==> src/rtl/button_debounce.sv <==
// Three-channel pushbutton debouncer: synchronizer, debounce counter and press pulse per button.
// Optional auto-repeat on red and blue when BUTTON_REPEAT_EN is defined.
module button_debounce #(
    parameter int DEBOUNCE_CYCLES = 250000,
    parameter int REPEAT_DELAY    = 25000000,
    parameter int REPEAT_PERIOD   = 5000000
) (
    input  logic       clk,
    input  logic       rst_n,
    input  logic [2:0] btn_raw,
    output logic [2:0] btn_level,
    output logic [2:0] btn_press,
    output logic       any_press
);

    localparam int CNT_W = $clog2(DEBOUNCE_CYCLES);
    localparam logic [CNT_W-1:0] CNT_LAST = CNT_W'(DEBOUNCE_CYCLES - 1);

    if (DEBOUNCE_CYCLES < 2) begin : g_bad_debounce
        $error("button_debounce: DEBOUNCE_CYCLES must be >= 2");
    end
    if (REPEAT_DELAY < 1 || REPEAT_PERIOD < 1) begin : g_bad_repeat
        $error("button_debounce: REPEAT_DELAY and REPEAT_PERIOD must be >= 1");
    end

    logic [2:0]       sync1_r;
    logic [2:0]       sync2_r;
    logic [CNT_W-1:0] cnt_r [3];
    logic [CNT_W-1:0] cnt_s [3];
    logic [2:0]       level_s;
    logic [2:0]       press_s;

`ifdef BUTTON_REPEAT_EN
    localparam int REP_MAX = (REPEAT_DELAY > REPEAT_PERIOD) ? REPEAT_DELAY : REPEAT_PERIOD;
    localparam int REP_W   = $clog2(REP_MAX) + 1;
    localparam logic [REP_W-1:0] DELAY_LAST  = REP_W'(REPEAT_DELAY - 1);
    localparam logic [REP_W-1:0] PERIOD_LAST = REP_W'(REPEAT_PERIOD - 1);

    logic [REP_W-1:0] rep_cnt_r [2];
    logic [REP_W-1:0] rep_cnt_s [2];
    logic [1:0]       rep_phase_r;
    logic [1:0]       rep_phase_s;
`endif

    // Next-state: debounce counters, accepted level, press pulses and repeat timing
    always_comb begin
        level_s = btn_level;
        press_s = 3'b000;
        for (int i = 0; i < 3; i++) begin
            cnt_s[i] = '0;
            if (sync2_r[i] == btn_level[i]) begin
                cnt_s[i] = '0;
            end else if (cnt_r[i] == CNT_LAST) begin
                level_s[i] = sync2_r[i];
                press_s[i] = sync2_r[i];
            end else begin
                cnt_s[i] = cnt_r[i] + CNT_W'(1);
            end
        end
`ifdef BUTTON_REPEAT_EN
        // Only red (0) and blue (1) repeat; a falling level stops repeat on the same edge.
        for (int i = 0; i < 2; i++) begin
            rep_cnt_s[i]   = '0;
            rep_phase_s[i] = 1'b0;
            if (btn_level[i] && level_s[i]) begin
                if (rep_cnt_r[i] == (rep_phase_r[i] ? PERIOD_LAST : DELAY_LAST)) begin
                    press_s[i]     = 1'b1;
                    rep_cnt_s[i]   = '0;
                    rep_phase_s[i] = 1'b1;
                end else begin
                    rep_cnt_s[i]   = rep_cnt_r[i] + REP_W'(1);
                    rep_phase_s[i] = rep_phase_r[i];
                end
            end else begin
                rep_cnt_s[i]   = '0;
                rep_phase_s[i] = 1'b0;
            end
        end
`endif
    end

    // State register with asynchronous clear of every stage
    always_ff @(posedge clk or negedge rst_n) begin
        if (!rst_n) begin
            sync1_r   <= 3'b000;
            sync2_r   <= 3'b000;
            btn_level <= 3'b000;
            btn_press <= 3'b000;
            any_press <= 1'b0;
            for (int i = 0; i < 3; i++) begin
                cnt_r[i] <= '0;
            end
`ifdef BUTTON_REPEAT_EN
            for (int i = 0; i < 2; i++) begin
                rep_cnt_r[i] <= '0;
            end
            rep_phase_r <= 2'b00;
`endif
        end else begin
            sync1_r   <= btn_raw;
            sync2_r   <= sync1_r;
            btn_level <= level_s;
            btn_press <= press_s;
            any_press <= |press_s;
            for (int i = 0; i < 3; i++) begin
                cnt_r[i] <= cnt_s[i];
            end
`ifdef BUTTON_REPEAT_EN
            for (int i = 0; i < 2; i++) begin
                rep_cnt_r[i] <= rep_cnt_s[i];
            end
            rep_phase_r <= rep_phase_s;
`endif
        end
    end

endmodule

==> config.mk <==
export PLATFORM = sky130hd
export DESIGN_NAME = button_debounce
export DESIGN_NICKNAME = d
export VERILOG_FILES = /design/src/rtl/button_debounce.sv
export SDC_FILE = /design/constraint.sdc
export NUM_CORES = 1
export LEC_CHECK = 0
export CORE_MARGIN = 5
export CORE_UTILIZATION = 49
export CTS_CLUSTER_SIZE = 8
export DETAILED_ROUTE_END_ITERATION = 7
export PLACE_DENSITY = 0.7
export SKIP_CTS_REPAIR_TIMING = 1
export SLEW_MARGIN = 20
export SYNTH_ARGS = -nofsm -noshare
export SYNTH_HDL_FRONTEND = slang
export SYNTH_SLANG_ARGS = --single-unit
==> constraint.sdc <==
create_clock -name clk -period 2.2 [get_ports clk]
set_clock_uncertainty 0.1 [all_clocks]
set_input_delay 0.22 -clock clk [delete_from_list [all_inputs] [get_ports clk]]
set_output_delay 0.22 -clock clk [all_outputs]
set_load 0.01 [all_outputs]
Word-level counts from Yosys, hierarchy flattened
Index checks and enable logic that the tools add are counted.
{"block": "op_classes", "addsub": 3, "div_mod_pow": 0, "bitwise": 3, "muxes": 12, "shifts": 0, "n_eq_ne": 6, "multipliers": 0, "reduce_logical": 4, "magnitude_cmp": 0}
{"op": "two-way mux 18 bit", "n": 6}
{"op": "adder 18 x 1 -> 18 bit, second input constant", "n": 3}
{"op": "== test 18 bit, second input constant", "n": 3}
{"op": "two-way mux 1 bit", "n": 6}
{"op": "AND reduction 2 bit", "n": 3}
{"op": "== test 1 bit", "n": 3}
{"op": "inverter 1 bit", "n": 3}
{"op": "OR reduction 3 bit", "n": 1}
{"block": "totals", "ramBits": 0, "input_bits": 5, "register_bits": 67, "memories": 0, "romBits": 0, "latchBits": 0, "elab_cells": 38}

Longest topological paths before layout
{"block": "logic_depth", "word_depth": 4, "depth_mapped": 6, "ltp_nobuf": 5}

Least setup slack after synthesis
OpenSTA, ideal clock, no wires.
{"block": "synth_timing", "kind": "flip-flop to flip-flop", "startpoint": "reg cnt_r[41] (netlist bit)", "endpoint": "reg btn_level[0]", "stages_incl_launch_ff": 6, "setup_slack_ns": 0.367, "t_arrival_ns": 1.608, "synth_period_minus_slack_ns": 1.833, "cell_sequence": "dfrtp_1 -> buf_6 -> nor4b_2 -> nand2_1 -> nor4_1 -> mux2_2"}
{"block": "synth_via", "elab_chain_cells": 2}
{"element": "start: declaration", "line": "28", "rtl": "logic [CNT_W-1:0] cnt_r [3];"}
{"element": "start signal: indexed assignment", "line": "106", "rtl": "cnt_r[i] <= cnt_s[i];"}
{"element": "== test 18 bit", "line": "53", "rtl": "end else if (cnt_r[i] == CNT_LAST) begin"}
{"element": "AND reduction 2 bit (no source line)"}
{"element": "end signal: assignment", "line": "102", "rtl": "btn_level <= level_s;"}
{"element": "end: declaration", "line": "11", "rtl": "output logic [2:0] btn_level,"}
No other way between the ends.
A chain may end at the register's enable or synchronous reset.

==> results.yml <==
synthesis:
  ys.flop_type: "dfrtp_1"
  avgSynthCellArea_um2: 10.19
  synth_edf_count: 0
  synthCells: 312
  synth_top_area_share_pct: 52.74
  yosysWarnings: 0
  ys_seq_area_share_pct: 52.74
  synthTopCellsByArea: "dfrtp_1 53%, xnor2_1 8.3%, nor2_1 6.6%, xor2_1 4.1%, nor4_1 3.5%"
  netlist_area_um2: 3179
  synth_nets: 320
  async_flop_share_pct: 100.0
  post-synth-top-count-cell: "dfrtp_1"
  yosys.area.top_type: "dfrtp_1"
  synth.distinct_cells: 36
  netlist_top_cells_count: "67 x dfrtp_1, 56 x nor2_1, 30 x xnor2_1"
  synth-seq-cells: 67
die:
  start_util_pct: 50.36
  die_height_um: 90.55
  fp.dieArea_um2: 8199
  design.portCount: 12
  die_x_um: 90.55
  core_area_um2: 6314
  num_rows: 29
clocking:
  cts_tree: "done"
  cts.sinks: 67
  htreeDepth: 3
  clk_pin_slew_ns: 0.07
  clock-root-buffer: "clkbuf_8"
  worst_skew_pair.late_latency_ns: 0.34
  cts_max_path_buffers: 2
  numCtsBuffers: 9
pwr:
  seq_power_share_pct: 49.1
  p_sw_share_pct: 21.16
  p_int_mw: 2.037
  comb_power_share_pct: 3.4
  power_switching_mw: 0.5469
  power_density_nw_per_um2: 705.4
  p_total_mw: 2.584
  p_clk_share_pct: 47.5
  ir_worst_vdd_mv: 0.5710
  p_leak_nw: 1.490
cells_and_area:
  drive_gt1_share_pct: 9.971
  regArea_um2: 1677
  n_fill_cell: 567
  multiInputGateArea_um2: 1431
  layout.cells.non_filler: 418
  syn_to_final_growth_pct: 15.23
  n_antenna_cell: 0
  fin_nets: 344
job:
  maxCapViolCount: 0
global_route:
  grt_max_degree: 68
  grt_pass1_wl_mm: 10.74
  grt_pass1_vias: 2317
  antenna_found_initial: 0
  overflow: 0
  grtUsageTotal_pct: 16.22
worst_setup_path:
  worstSetupStartpointType: "flip-flop"
  cp_cell_sequence: "ha_1, nand3_1, o41ai_4, buf_4, nor2_1"
  worstSetupEndpoint: "cnt_r[47]"
  cp.required_ns: 2.34
  r2r_slack_ns: 0.19
  worst_ep_arrival_time_ns: 2.15
  path_max_fanout: 8
  end_kind: "flip-flop"
  reg2reg_depth: 5
  max_stage_delay_ns: 0.62
  startpoint: "cnt_r[36]"
  r2r_start: "cnt_r[36]"
  r2r-end: "cnt_r[47]"
  worstSetupPathType: "reg -> reg"
  cpMaxStageDelayCell: "o41ai_4"
route:
  viasPerCell: 5.541
  wl_per_cell_um: 14.67
  antenna_left: 0
  drc: 0
  first_pass_iters: 4
  num_vias: 2316
  wl_mm: 6.132
  drt_iter0_drc: 143
timing:
  hold_viol: 0
  hold_ws_ns: 0.2091
  rsz0062_at_grt: "false"
  setup_viol: 0
  tightest_slew_ns: 0.5675
  max_freq_ghz: 0.4980
  finalWorstSetupSlack_ns: 0.1918
  drv_slew: 0
  finalCritPeriodShare_pct: 91.28
  maxSlewHeadroom_pct: 61.82
  period_needed_ns: 2.008
  fin_tns_setup_ns: 0
placed_design:
  hpwl_mm: 4.166
  post-place-ws_ns: 0.2189
  port_buffers: 11
  placedCellCount: 401
  gp_congestion: 0.9206
outcome:
  status: "completed"
hold_path:
  hold_path.class: "in -> reg"
## sequential cells by signal, summed over array words and instances (netlist names)
register / count
cnt_r: 54
btn_level: 3
btn_press: 3
sync1_r: 3
sync2_r: 3
any_press: 1
## how the worst min path moves through the flow
stage,from,end,cells after the start
2_1_floorplan,rst_n,any_press,0
3_3_place_gp,rst_n,cnt_r[2],2
3_5_place_dp,rst_n,cnt_r[34],2
4_1_cts,rst_n,cnt_r[22],2
5_1_grt,btn_raw[0],sync1_r[0],1
6_report,btn_raw[0],sync1_r[0],1
## final cells by class
class	instances	share of cell area, %
inverter	10	1.025
sequential	67	45.77
multi-input combinational	229	39.07
timing repair buffer	19	4.918
clock inverter	6	3.108
clock buffer	10	3.484
tap	77	2.630
## through the flow
stage                     utilization (%)  area, um^2
after floorplan                         -        3179
after global placement              53.94        3406
after detailed placement            53.94        3406
after CTS                           57.77        3647
after global routing                58.03        3664
final                               58.03        3664
## per-layer routing
| metal | vias to the layer above | wire length [um] | global-route usage, % |
|---|---|---|---|
| li1 | 1146 | - | - |
| met1 | 1129 | 2899 | 21.68 |
| met2 | 33 | 2877 | 24.46 |
| met3 | 8 | 256 | 6.333 |
| met4 | 0 | 99 | 4.591 |
| met5 | - | 0 | 0 |
## critical path, delay by kind of cell, from the launching register on
family | cells | cell delay (ns)
compound gates | 1 | 0.62
buf+inv | 1 | 0.25
flops | 1 | 0.41
fa+ha+maj | 1 | 0.25
simple gates | 2 | 0.27
## power groups by stage
stage | clock [mW] | combinational (mW) | sequential, mW
2_1_floorplan | 0 | 0.0422 | 1.29
3_3_place_gp | 0 | 0.0879 | 1.29
3_5_place_dp | 0 | 0.0896 | 1.29
4_1_cts | 1.26 | 0.0904 | 1.27
5_1_grt | 1.33 | 0.101 | 1.27
6_report | 1.23 | 0.0881 | 1.27
## logic make-up (layout without fill, tap and decap cells)
family / after synthesis / count (layout) / share of synthesized area [%]
multiplexers: 4 / 4 / 1.338
adder cells (fa/ha/maj): 3 / 3 / 1.181
XOR/XNOR: 45 / 45 / 12.40
AND/OR/NAND/NOR: 161 / 161 / 25.82
flip-flops: 67 / 67 / 52.74
AO/OA/AOI/OAI: 16 / 16 / 4.093
buffers and inverters: 16 / 45 / 2.440
## cell usage in the layout (no fill, tap or decap), types with 10 or more instances in the layout
| cell | synthesis | final |
|---|---|---|
| xnor2_1 | 30 | 30 |
| clkdlybuf4s50_1 | 0 | 10 |
| nand2_1 | 17 | 17 |
| nor4_1 | 18 | 17 |
| dfrtp_1 | 67 | 67 |
| nor2_1 | 56 | 56 |
| inv_1 | 10 | 10 |
| nor3_1 | 13 | 13 |
| nand4_1 | 16 | 16 |
| xor2_1 | 15 | 15 |
| nand3_1 | 17 | 17 |
Note: power is estimated with default switching activity, not from simulation.
